==> src/rtl/spi_responder_pkg.sv <==
// Shared types and constants for the SPI mode-0 register-file responder.
package spi_responder_pkg;

  typedef enum logic [2:0] {
    IDLE,
    CMD,
    ADDR,
    RD,
    WR,
    IGNORE,
    ID
  } state_t;

  localparam logic [7:0] CMD_READ  = 8'h03;
  localparam logic [7:0] CMD_WRITE = 8'h02;
  localparam logic [7:0] CMD_ID    = 8'h9F;
  localparam int         SYNC_STAGES = 2;

endpackage

==> src/rtl/spi_responder_sync.sv <==
// Synchronizes {mosi, sclk, ss} into the system clock domain and produces
// registered edge pulses plus levels aligned with those pulses.
module spi_responder_sync
  import spi_responder_pkg::*;
(
  input  logic clk,
  input  logic rst_n,
  input  logic ss,
  input  logic sclk,
  input  logic mosi,
  output logic ss_q,
  output logic sclk_rise,
  output logic sclk_fall,
  output logic mosi_q,
  output logic ss_rise
);

  // Bit order {mosi, sclk, ss}; the bus idles with SS high.
  localparam logic [2:0] IDLE_LEVEL = 3'b001;

  logic [2:0] stage_reg [SYNC_STAGES];
  logic [2:0] prev_reg;
  logic       sclk_rise_reg;
  logic       sclk_fall_reg;
  logic       ss_rise_reg;

  always_ff @(posedge clk or negedge rst_n) begin
    if (!rst_n) begin
      for (int i = 0; i < SYNC_STAGES; i++) stage_reg[i] <= IDLE_LEVEL;
      prev_reg      <= IDLE_LEVEL;
      sclk_rise_reg <= 1'b0;
      sclk_fall_reg <= 1'b0;
      ss_rise_reg   <= 1'b0;
    end else begin
      stage_reg[0] <= {mosi, sclk, ss};
      for (int i = 1; i < SYNC_STAGES; i++) stage_reg[i] <= stage_reg[i-1];
      prev_reg      <= stage_reg[SYNC_STAGES-1];
      sclk_rise_reg <= stage_reg[SYNC_STAGES-1][1] & ~prev_reg[1];
      sclk_fall_reg <= ~stage_reg[SYNC_STAGES-1][1] & prev_reg[1];
      ss_rise_reg   <= stage_reg[SYNC_STAGES-1][0] & ~prev_reg[0];
    end
  end

  // prev_reg is updated on the same edge as the pulses, so its levels line up with them.
  assign ss_q      = prev_reg[0];
  assign mosi_q    = prev_reg[2];
  assign sclk_rise = sclk_rise_reg;
  assign sclk_fall = sclk_fall_reg;
  assign ss_rise   = ss_rise_reg;

endmodule

==> src/rtl/spi_responder.sv <==
// SPI mode-0 target with a byte-addressed register file, read/write commands
// and a write strobe. Define SPI_RESPONDER_ID_EN to enable the 0x9F ID command.
module spi_responder
  import spi_responder_pkg::*;
#(
  parameter int          DEPTH   = 16,
  parameter logic [7:0]  ID_BYTE = 8'hA5,
  localparam int         AW      = $clog2(DEPTH)
) (
  input  logic          io_clock,
  input  logic          io_reset,
  input  logic          io_spi_ss,
  input  logic          io_spi_sclk,
  input  logic          io_spi_mosi,
  output logic          io_spi_miso,
  output logic          busy,
  output logic          wr_valid,
  output logic [AW-1:0] wr_addr,
  output logic [7:0]    wr_data
);

`ifdef SPI_RESPONDER_ID_EN
  localparam bit ID_EN = 1'b1;
`else
  localparam bit ID_EN = 1'b0;
`endif

  logic ss_q, sclk_rise, sclk_fall, mosi_q, ss_rise;

  spi_responder_sync u_sync (
    .clk       (io_clock),
    .rst_n     (io_reset),
    .ss        (io_spi_ss),
    .sclk      (io_spi_sclk),
    .mosi      (io_spi_mosi),
    .ss_q      (ss_q),
    .sclk_rise (sclk_rise),
    .sclk_fall (sclk_fall),
    .mosi_q    (mosi_q),
    .ss_rise   (ss_rise)
  );

  state_t          state_reg, state_next;
  logic [2:0]      bit_cnt_reg;
  logic [6:0]      rx_shift_reg;
  logic [7:0]      tx_shift_reg;
  logic [AW-1:0]   addr_reg;
  logic            is_read_reg;
  logic            miso_reg;
  logic            wr_valid_reg;
  logic [AW-1:0]   wr_addr_reg;
  logic [7:0]      wr_data_reg;
  logic [7:0]      mem_reg [DEPTH];

  logic [7:0]      rx_byte;
  logic            byte_done;
  logic [AW-1:0]   addr_inc;

  // SS rise takes priority over any SCLK edge seen in the same cycle.
  assign rx_byte   = {rx_shift_reg, mosi_q};
  assign byte_done = sclk_rise && !ss_rise && (state_reg != IDLE) && (bit_cnt_reg == 3'd7);
  assign addr_inc  = addr_reg + AW'(1);

  always_ff @(posedge io_clock or negedge io_reset) begin
    if (!io_reset) state_reg <= IDLE;
    else           state_reg <= state_next;
  end

  always_comb begin
    state_next = state_reg;
    if (ss_rise) begin
      state_next = IDLE;
    end else begin
      case (state_reg)
        IDLE: if (!ss_q) state_next = CMD;
        CMD: if (byte_done) begin
          if (rx_byte == CMD_READ || rx_byte == CMD_WRITE) state_next = ADDR;
          else if (ID_EN && rx_byte == CMD_ID)              state_next = ID;
          else                                              state_next = IGNORE;
        end
        ADDR: if (byte_done) state_next = is_read_reg ? RD : WR;
        default: ;
      endcase
    end
  end

  always_ff @(posedge io_clock or negedge io_reset) begin
    if (!io_reset) begin
      bit_cnt_reg  <= '0;
      rx_shift_reg <= '0;
      tx_shift_reg <= '0;
      addr_reg     <= '0;
      is_read_reg  <= 1'b0;
      miso_reg     <= 1'b0;
      wr_valid_reg <= 1'b0;
      wr_addr_reg  <= '0;
      wr_data_reg  <= '0;
      for (int i = 0; i < DEPTH; i++) mem_reg[i] <= '0;
    end else begin
      wr_valid_reg <= 1'b0;
      if (ss_rise || state_reg == IDLE) begin
        bit_cnt_reg <= '0;
        miso_reg    <= 1'b0;
      end else begin
        if (sclk_rise) begin
          rx_shift_reg <= rx_byte[6:0];
          bit_cnt_reg  <= bit_cnt_reg + 3'd1;
        end
        if (sclk_fall && (state_reg == RD || state_reg == ID)) begin
          miso_reg     <= tx_shift_reg[7];
          tx_shift_reg <= {tx_shift_reg[6:0], 1'b0};
        end
        if (byte_done) begin
          case (state_reg)
            CMD: begin
              is_read_reg  <= (rx_byte == CMD_READ);
              tx_shift_reg <= ID_BYTE;
            end
            ADDR: begin
              addr_reg     <= rx_byte[AW-1:0];
              tx_shift_reg <= mem_reg[rx_byte[AW-1:0]];
            end
            RD: begin
              addr_reg     <= addr_inc;
              tx_shift_reg <= mem_reg[addr_inc];
            end
            WR: begin
              mem_reg[addr_reg] <= rx_byte;
              wr_valid_reg      <= 1'b1;
              wr_addr_reg       <= addr_reg;
              wr_data_reg       <= rx_byte;
              addr_reg          <= addr_inc;
            end
            ID: tx_shift_reg <= ID_BYTE;
            default: ;
          endcase
        end
      end
    end
  end

  assign io_spi_miso = miso_reg;
  assign busy        = ~ss_q;
  assign wr_valid    = wr_valid_reg;
  assign wr_addr     = wr_addr_reg;
  assign wr_data     = wr_data_reg;

endmodule

==> config.mk <==
export PLATFORM = sky130hd
export DESIGN_NAME = spi_responder
export DESIGN_NICKNAME = d
export VERILOG_FILES = /design/src/rtl/spi_responder_pkg.sv /design/src/rtl/spi_responder_sync.sv /design/src/rtl/spi_responder.sv
export SDC_FILE = /design/constraint.sdc
export NUM_CORES = 1
export LEC_CHECK = 0
export BUFFER_PORTS_ARGS = -buffer_cell sky130_fd_sc_hd__clkbuf_2
export CAP_MARGIN = 20
export CORE_MARGIN = 10
export CORE_UTILIZATION = 35
export CTS_BUF_LIST = sky130_fd_sc_hd__clkbuf_16
export CTS_CLUSTER_SIZE = 25
export DETAILED_ROUTE_END_ITERATION = 8
export SYNTH_ARGS = -nofsm -noshare
export SYNTH_HDL_FRONTEND = slang
export SYNTH_SLANG_ARGS = --single-unit
export TNS_END_PERCENT = 5
==> constraint.sdc <==
create_clock -name io_clock -period 3.4 [get_ports io_clock]
set_input_delay 0.85 -clock io_clock [delete_from_list [all_inputs] [get_ports io_clock]]
set_output_delay 0.85 -clock io_clock [all_outputs]
set_load 0.03 [all_outputs]
==> metrics, run 1 <==
H-tree depth 4; Post-synth EDFFs 0; Critical Path AT 3.10 ns; Std-Cell Core Area 26,100 um2; Worst Hold Margin 0.356 ns; post-synth cell types 55; area grow syn2layout 11.2%; wire length per cell 21.7 um; CP peak stage delay 0.70 ns; max FFs per register 128; Final Hold Fails 0; chip height 183 um; initial antenna violation count 0; flop2flop setup slack 0.61 ns; Worst EP required 3.70 ns; layout cells sized above 1 32.6%; Hold Path Class reg2reg; root buffer cell clkbuf_16; Reg clk slew, reported paths 0.07 ns; fillers 2,509; drt drc 0; Cells after Synth 744; FMAX 358 MHz; yosys warns 0; Critical Path Source Type flop; crit-path cells buf_4 -> ha_1 -> xnor2_1 -> mux2_2 -> a31oi_1 -> o21ai_0 -> a2bb2oi_1; clk buf depth 2; Initial DRT Pass Iterations 5; pins over their slew limit 0; GP Congestion 0.859; number of global-route vias before repair 6,063; Net Count, Synth 755; setup bufs post-CTS 0; CTS tree yes; CP endpoint tx_shift_reg[0]$_DFFE_PN0P_; post-route setup TNS 0 ns; part of the cycle the worst path needs 82.2%; first-pass GRT wire length 37,600 um; DRT iter0 DRCs 423; register area share after synthesis 48.3%; total gr overflow 0; crit path time final 2.79 ns; FF-to-FF path depth 7; via-per-instance ratio 5.53; #FFs+latches synth 180; Die W 183 um; # diodes 0; vias 6,041; Num CTS Buffers 17; leakage 4.80 nW; Resized cells post-CTS 0; DRT Wirelength 23,700 um; boundary pin count 20; Worst R2R End tx_shift_reg[0]$_DFFE_PN0P_; Synth Flop Type dfrtp_1; detailed placer's ending HPWL 16,000 um; latest clock arrival within the worst-skew pair 0.44 ns; crit end category flop; Cell Rows 59; Global Route Usage Sum 14.4%; PwrDens 537 nW/um2; largest net degree at the start of global routing 88; Max-Cap Viols 0; Slew @ Worst Pin 0.881 ns; slowest cell on the critical path xnor2_1; skew final 0.0148 ns; I/O Buffers 19; mean post-synth cell area 12.6 um2; CP startpoint addr_reg[0]$_DFFE_PN0P_; status finished clean; RSZ-0062 raised after global routing no; endpoints failing setup 0; post-synthesis cell area 9340 um2; Layout Nets 755; cts hold-fix bufs 0; ys async rst share 100%; slew margin rel. 41.3%; die area 33,600 um2; worst vdd ir 0.370 mV; Crit Reg-Reg Startpoint addr_reg[0]$_DFFE_PN0P_; worst setup path category reg2reg; Antenna Nets Post-Route 0; Starting Density 35.7%; critical path fanouts, max 37; # clock sinks 180
[cell usage after synthesis, drive strengths merged (4+ instances only)]
library cell | count | area [um2]
a21oi | 25 | 129
nand2b | 4 | 25.0
nor2b | 12 | 75.1
nand2 | 68 | 293
a22o | 6 | 52.6
o21ai | 15 | 75.1
nor3 | 4 | 25.0
mux4 | 30 | 676
and3 | 5 | 31.3
buf | 28 | 149
dfrtp | 177 | 4430
a22oi | 12 | 90.1
or3 | 4 | 25.0
mux2 | 137 | 1540
nor2 | 17 | 66.3
clkbuf | 24 | 90.1
o22a | 5 | 43.8
ha | 6 | 75.1
and4 | 4 | 35.0
inv | 5 | 18.8
o22ai | 8 | 50.1
nand3 | 31 | 155
mux2i | 83 | 831
[layer usage]
layer / global-route usage [%] / share of wire, %
met1: 21.0 / 50
met2: 20.9 / 44
met3: 3.34 / 4.6
met4: 4.13 / 1.7
met5: 0 / 0
[kinds of logic after synthesis]
| group | count (synthesis) | share of synthesized area (%) |
|---|---|---|
| compound gates | 83 | 5.68 |
| xor+xnor | 5 | 0.549 |
| fa+ha+maj | 6 | 0.804 |
| buf+inv | 58 | 2.80 |
| flops | 180 | 48.3 |
| mux | 250 | 32.6 |
| simple gates | 162 | 9.26 |
[power by group]
part | internal, mW | total [mW] | switching (mW) | leakage [nW]
Clock | 1.17 | 2.05 | 0.886 | 0.301
Combinational | 0.389 | 0.945 | 0.556 | 2.05
Sequential | 2.23 | 2.58 | 0.351 | 2.45
[final cells by class]
type	count	area [um2]	area share (%)
multi-input combinational	506	4570	44.0
sequential	180	4510	43.4
clock buffer	17	425	4.09
tap	335	419	4.03
timing repair buffer	33	259	2.49
clock inverter	15	178	1.71
inverter	6	22.5	0.217
[worst min-delay path by stage]
| stage | end | slack, ns | cells after the start | from |
|---|---|---|---|---|
| after CTS | u_sync.stage_reg[0]$_DFF_PN1_ | 0.36 | 0 | u_sync.stage_reg[3]$_DFF_PN1_ |
| after global placement | u_sync.stage_reg[2]$_DFF_PN0_ | 0.34 | 0 | u_sync.stage_reg[5]$_DFF_PN0_ |
| after detailed placement | u_sync.stage_reg[1]$_DFF_PN0_ | 0.35 | 0 | u_sync.stage_reg[4]$_DFF_PN0_ |
| after floorplan | u_sync.prev_reg[2]$_DFF_PN0_ | 0.33 | 0 | u_sync.stage_reg[2]$_DFF_PN0_ |
| after global routing | u_sync.stage_reg[0]$_DFF_PN1_ | 0.36 | 0 | u_sync.stage_reg[3]$_DFF_PN1_ |
| final | u_sync.stage_reg[0]$_DFF_PN1_ | 0.36 | 0 | u_sync.stage_reg[3]$_DFF_PN1_ |
[stage by stage]
stage	setup WS, ns	cell area, um2	utilization (%)	std cells	total power, mW
after floorplan	0.563	9340	-	744	3.16
after global placement	0.691	9790	37.4	1060	3.56
after detailed placement	0.625	9790	37.4	1060	3.56
after CTS	0.613	10400	39.8	1092	5.61
after global routing	0.388	10400	39.8	1092	5.81
final	0.605	10400	39.8	1092	5.58
[cell usage in the layout, fill, tap and decap left out, drive strengths merged, types with 4 or more instances in the layout]
cell    netlist  final
nand2b        4      4
clkinv        1      4
or3           4      4
mux2i        83     83
a22o          6      6
nor3          4      4
o21ai        15     15
and3          5      5
nor2b        12     12
ha            6      6
buf          28     14
mux4         30     30
clkbuf       24     36
nor2         17     17
nand3        31     31
a21oi        25     25
dfrtp       177    177
inv           5     13
nand2        68     68
o22ai         8      8
a22oi        12     12
and4          4      4
o22a          5      5
mux2        137    137
[critical path, delay by kind of cell, from the launching register on]
| kind | cells | cell delay (ns) |
|---|---|---|
| buffers and inverters | 1 | 0.32 |
| adders and majority gates | 1 | 0.41 |
| muxes | 1 | 0.42 |
| xor gates and xnor gates | 1 | 0.70 |
| DFF | 1 | 0.40 |
| AOI/OAI and AO/OA | 3 | 0.41 |
Note: power is estimated with default switching activity, not from simulation.
==> run 2, diff against run 1 <==
- ABC_AREA: unset -> 1
- clock period: 3.4 -> 2.6 ns (I/O delays scaled with it)
==> metrics, run 2 <==
Placed Cells 1,713; Layout Nets 1,365; largest cells by area after synthesis dfrtp_1 45%, nand2_1 18%, nand3_1 9.1%, o21ai_0 8.8%, inv_1 5.3%; leakage 5.15 nW; Layout Cells excl Fill 1,745; most common cell after layout, fill and taps aside nand2_1; Num CTS Buffers 17; # clock sinks 180; Worst Hold Margin 0.120 ns; H-tree depth 4; Starting Density 35.6%; Post-synth top cells 473 x nand2_1, 180 x nand3_1, 177 x dfrtp_1; Post-synth EDFFs 0; CTS tree yes; flop2flop setup slack 0.35 ns; Resized cells post-CTS 0; Crit Reg-Reg Startpoint addr_reg[0]$_DFFE_PN0P_; setup bufs post-CTS 0; Sw Pwr 3.01 mW; number of global-route vias before repair 8,426; top-count cell post-synth nand2_1; FF-to-FF path depth 11; fillers 2,903; post-synthesis cell area 9940 um2; dpl cell area 10,400 um2; initial antenna violation count 0; max FFs per register 128; endpoints failing setup 0; mean post-synth cell area 7.29 um2; Core Util, Final 39.4%; largest net degree at the start of global routing 81; share of power burned in combinational logic 26.5%; status finished clean; FMAX 444 MHz; Antenna Nets Post-Route 0; Worst EP required 2.94 ns; sequential share of power 39.4%; vias 8,945; Synth Flop Type dfrtp_1; Die W 189 um; worst vdd ir 0.452 mV; Critical Path AT 2.59 ns; Final Hold Fails 0; Multi-input gate area 4440 um2; crit end category flop; Clk pwr share 34.1%; Yosys top cell by area dfrtp_1; clk buf depth 2; Reg clk slew, reported paths 0.08 ns; post-route design area 11,000 um2; crit path time final 2.25 ns; die area 35,500 um2; share of the synthesized area in the top cell type 44.6%; #FFs+latches synth 180; post-synth cell types 30; total gr overflow 0; wire length per cell 17.8 um; yosys warns 0; via-per-instance ratio 5.13; Cells after Synth 1,364; first-pass GRT wire length 50,000 um; cts hold-fix bufs 0; # diodes 0; latest clock arrival within the worst-skew pair 0.45 ns; DRT Wirelength 31,100 um; worst setup path category reg2reg; most frequent cells in the layout 473 x nand2_1, 180 x nand3_1, 175 x o21ai_0, 175 x dfrtp_1, 138 x inv_1; Std-Cell Core Area 27,900 um2; post-route setup TNS 0 ns; Critical Path Source Type flop; P_int 4.71 mW; Initial DRT Pass Iterations 5; detailed placer's ending HPWL 20,600 um; critical path fanouts, max 44; register area share after synthesis 45.4%; GR Layer Usage met1 25.0%; skew final 0.0150 ns; chip height 189 um; Net Count, Synth 1,375; Worst R2R End tx_shift_reg[7]$_DFFE_PN0P_; RSZ-0062 raised after global routing no; I/O Buffers 19; Max-Cap Viols 0; gr busiest metal met2; boundary pin count 20; Global Route Usage Sum 17.7%; Slew @ Worst Pin 0.969 ns; Hold Path Class in2async; pins over their slew limit 0; Sw Share 39.0%; part of the cycle the worst path needs 86.7%; met3 Usage GRT 3.36%; slew margin rel. 35.3%; ys async rst share 100%; M2 GR Usage 26.8%; PwrDens 701 nW/um2; drt drc 0; DRT iter0 DRCs 956; GP Congestion 0.927; layout cells sized above 1 8.12%; root buffer cell clkbuf_16; Register Area 4510 um2; area grow syn2layout 10.8%; Cell Rows 61
## run 2: cell types whose count changed after synthesis, sizes merged, moves of 27 or more
cell and delta:
clkbuf +27, inv +138, mux2 -137, mux2i -83, mux4 -30, nand2 +405, nand3 +162, nor2 +32
o21ai +164
## run 2: metrics by stage
step | worst slack (ns) | total power, mW
2_1_floorplan | 0.171 | 4.22
3_3_place_gp | 0.379 | 5.10
3_5_place_dp | 0.353 | 5.10
4_1_cts | 0.340 | 7.73
5_1_grt | 0.178 | 8.05
6_report | 0.346 | 7.72
## run 2: critical path, stage by stage (launching register included)
cell and delay, ns:
dfrtp_2 0.37, buf_4 0.40, ha_1 0.34, xnor2_1 0.19
buf_12 0.21, nand3_1 0.17, nand3_1 0.15, nand3_1 0.08
nand2_1 0.07, nand2_1 0.06, nand2_1 0.06, nand2_1 0.04
## run 2: cell type report
type	instances	share of cell area, %
multi-input cells	957	40.3
clock buffers	17	3.86
inverters	144	4.91
repair buffers	54	4.24
well taps	378	4.29
clock inverters	15	1.44
flip-flops and latches	180	41.0
## run 2: kinds of logic (layout without fill, tap and decap cells)
group	Yosys count	count (layout)	share of synthesized area, %
DFF	180	180	45.4
adders and majority gates	6	6	0.755
xor gates and xnor gates	3	3	0.264
and+or+nand+nor	723	723	31.8
buffers and inverters	227	230	9.99
AOI/OAI and AO/OA	225	225	11.9
## run 2: worst max path at each step
stage                     slack [ns]                    start  cells after the start                           to
after floorplan                 0.17  addr_reg[0]$_DFFE_PN0P_                     16  tx_shift_reg[0]$_DFFE_PN0P_
after global placement          0.38  addr_reg[0]$_DFFE_PN0P_                     11  tx_shift_reg[7]$_DFFE_PN0P_
after detailed placement        0.35  addr_reg[0]$_DFFE_PN0P_                     11  tx_shift_reg[7]$_DFFE_PN0P_
after CTS                       0.34  addr_reg[0]$_DFFE_PN0P_                     11  tx_shift_reg[6]$_DFFE_PN0P_
after global routing            0.18  addr_reg[0]$_DFFE_PN0P_                     11  tx_shift_reg[2]$_DFFE_PN0P_
final                           0.35  addr_reg[0]$_DFFE_PN0P_                     11  tx_shift_reg[7]$_DFFE_PN0P_
## run 2: metal layers
layer,up-vias,part of all wire [%]
met5,-,0
met4,0,1.9
met3,41,6.3
met2,286,44
met1,4285,48
li1,4333,-
## run 2: power by group through the flow
stage                     Sequential, mW  Combinational (mW)  Clock [mW]
final                               3.04                2.04        2.63
after global routing                3.06                2.22        2.78
after CTS                           3.04                2.02        2.68
after detailed placement            3.09                2.01           0
after global placement              3.09                2.01           0
after floorplan                     3.04                1.18           0
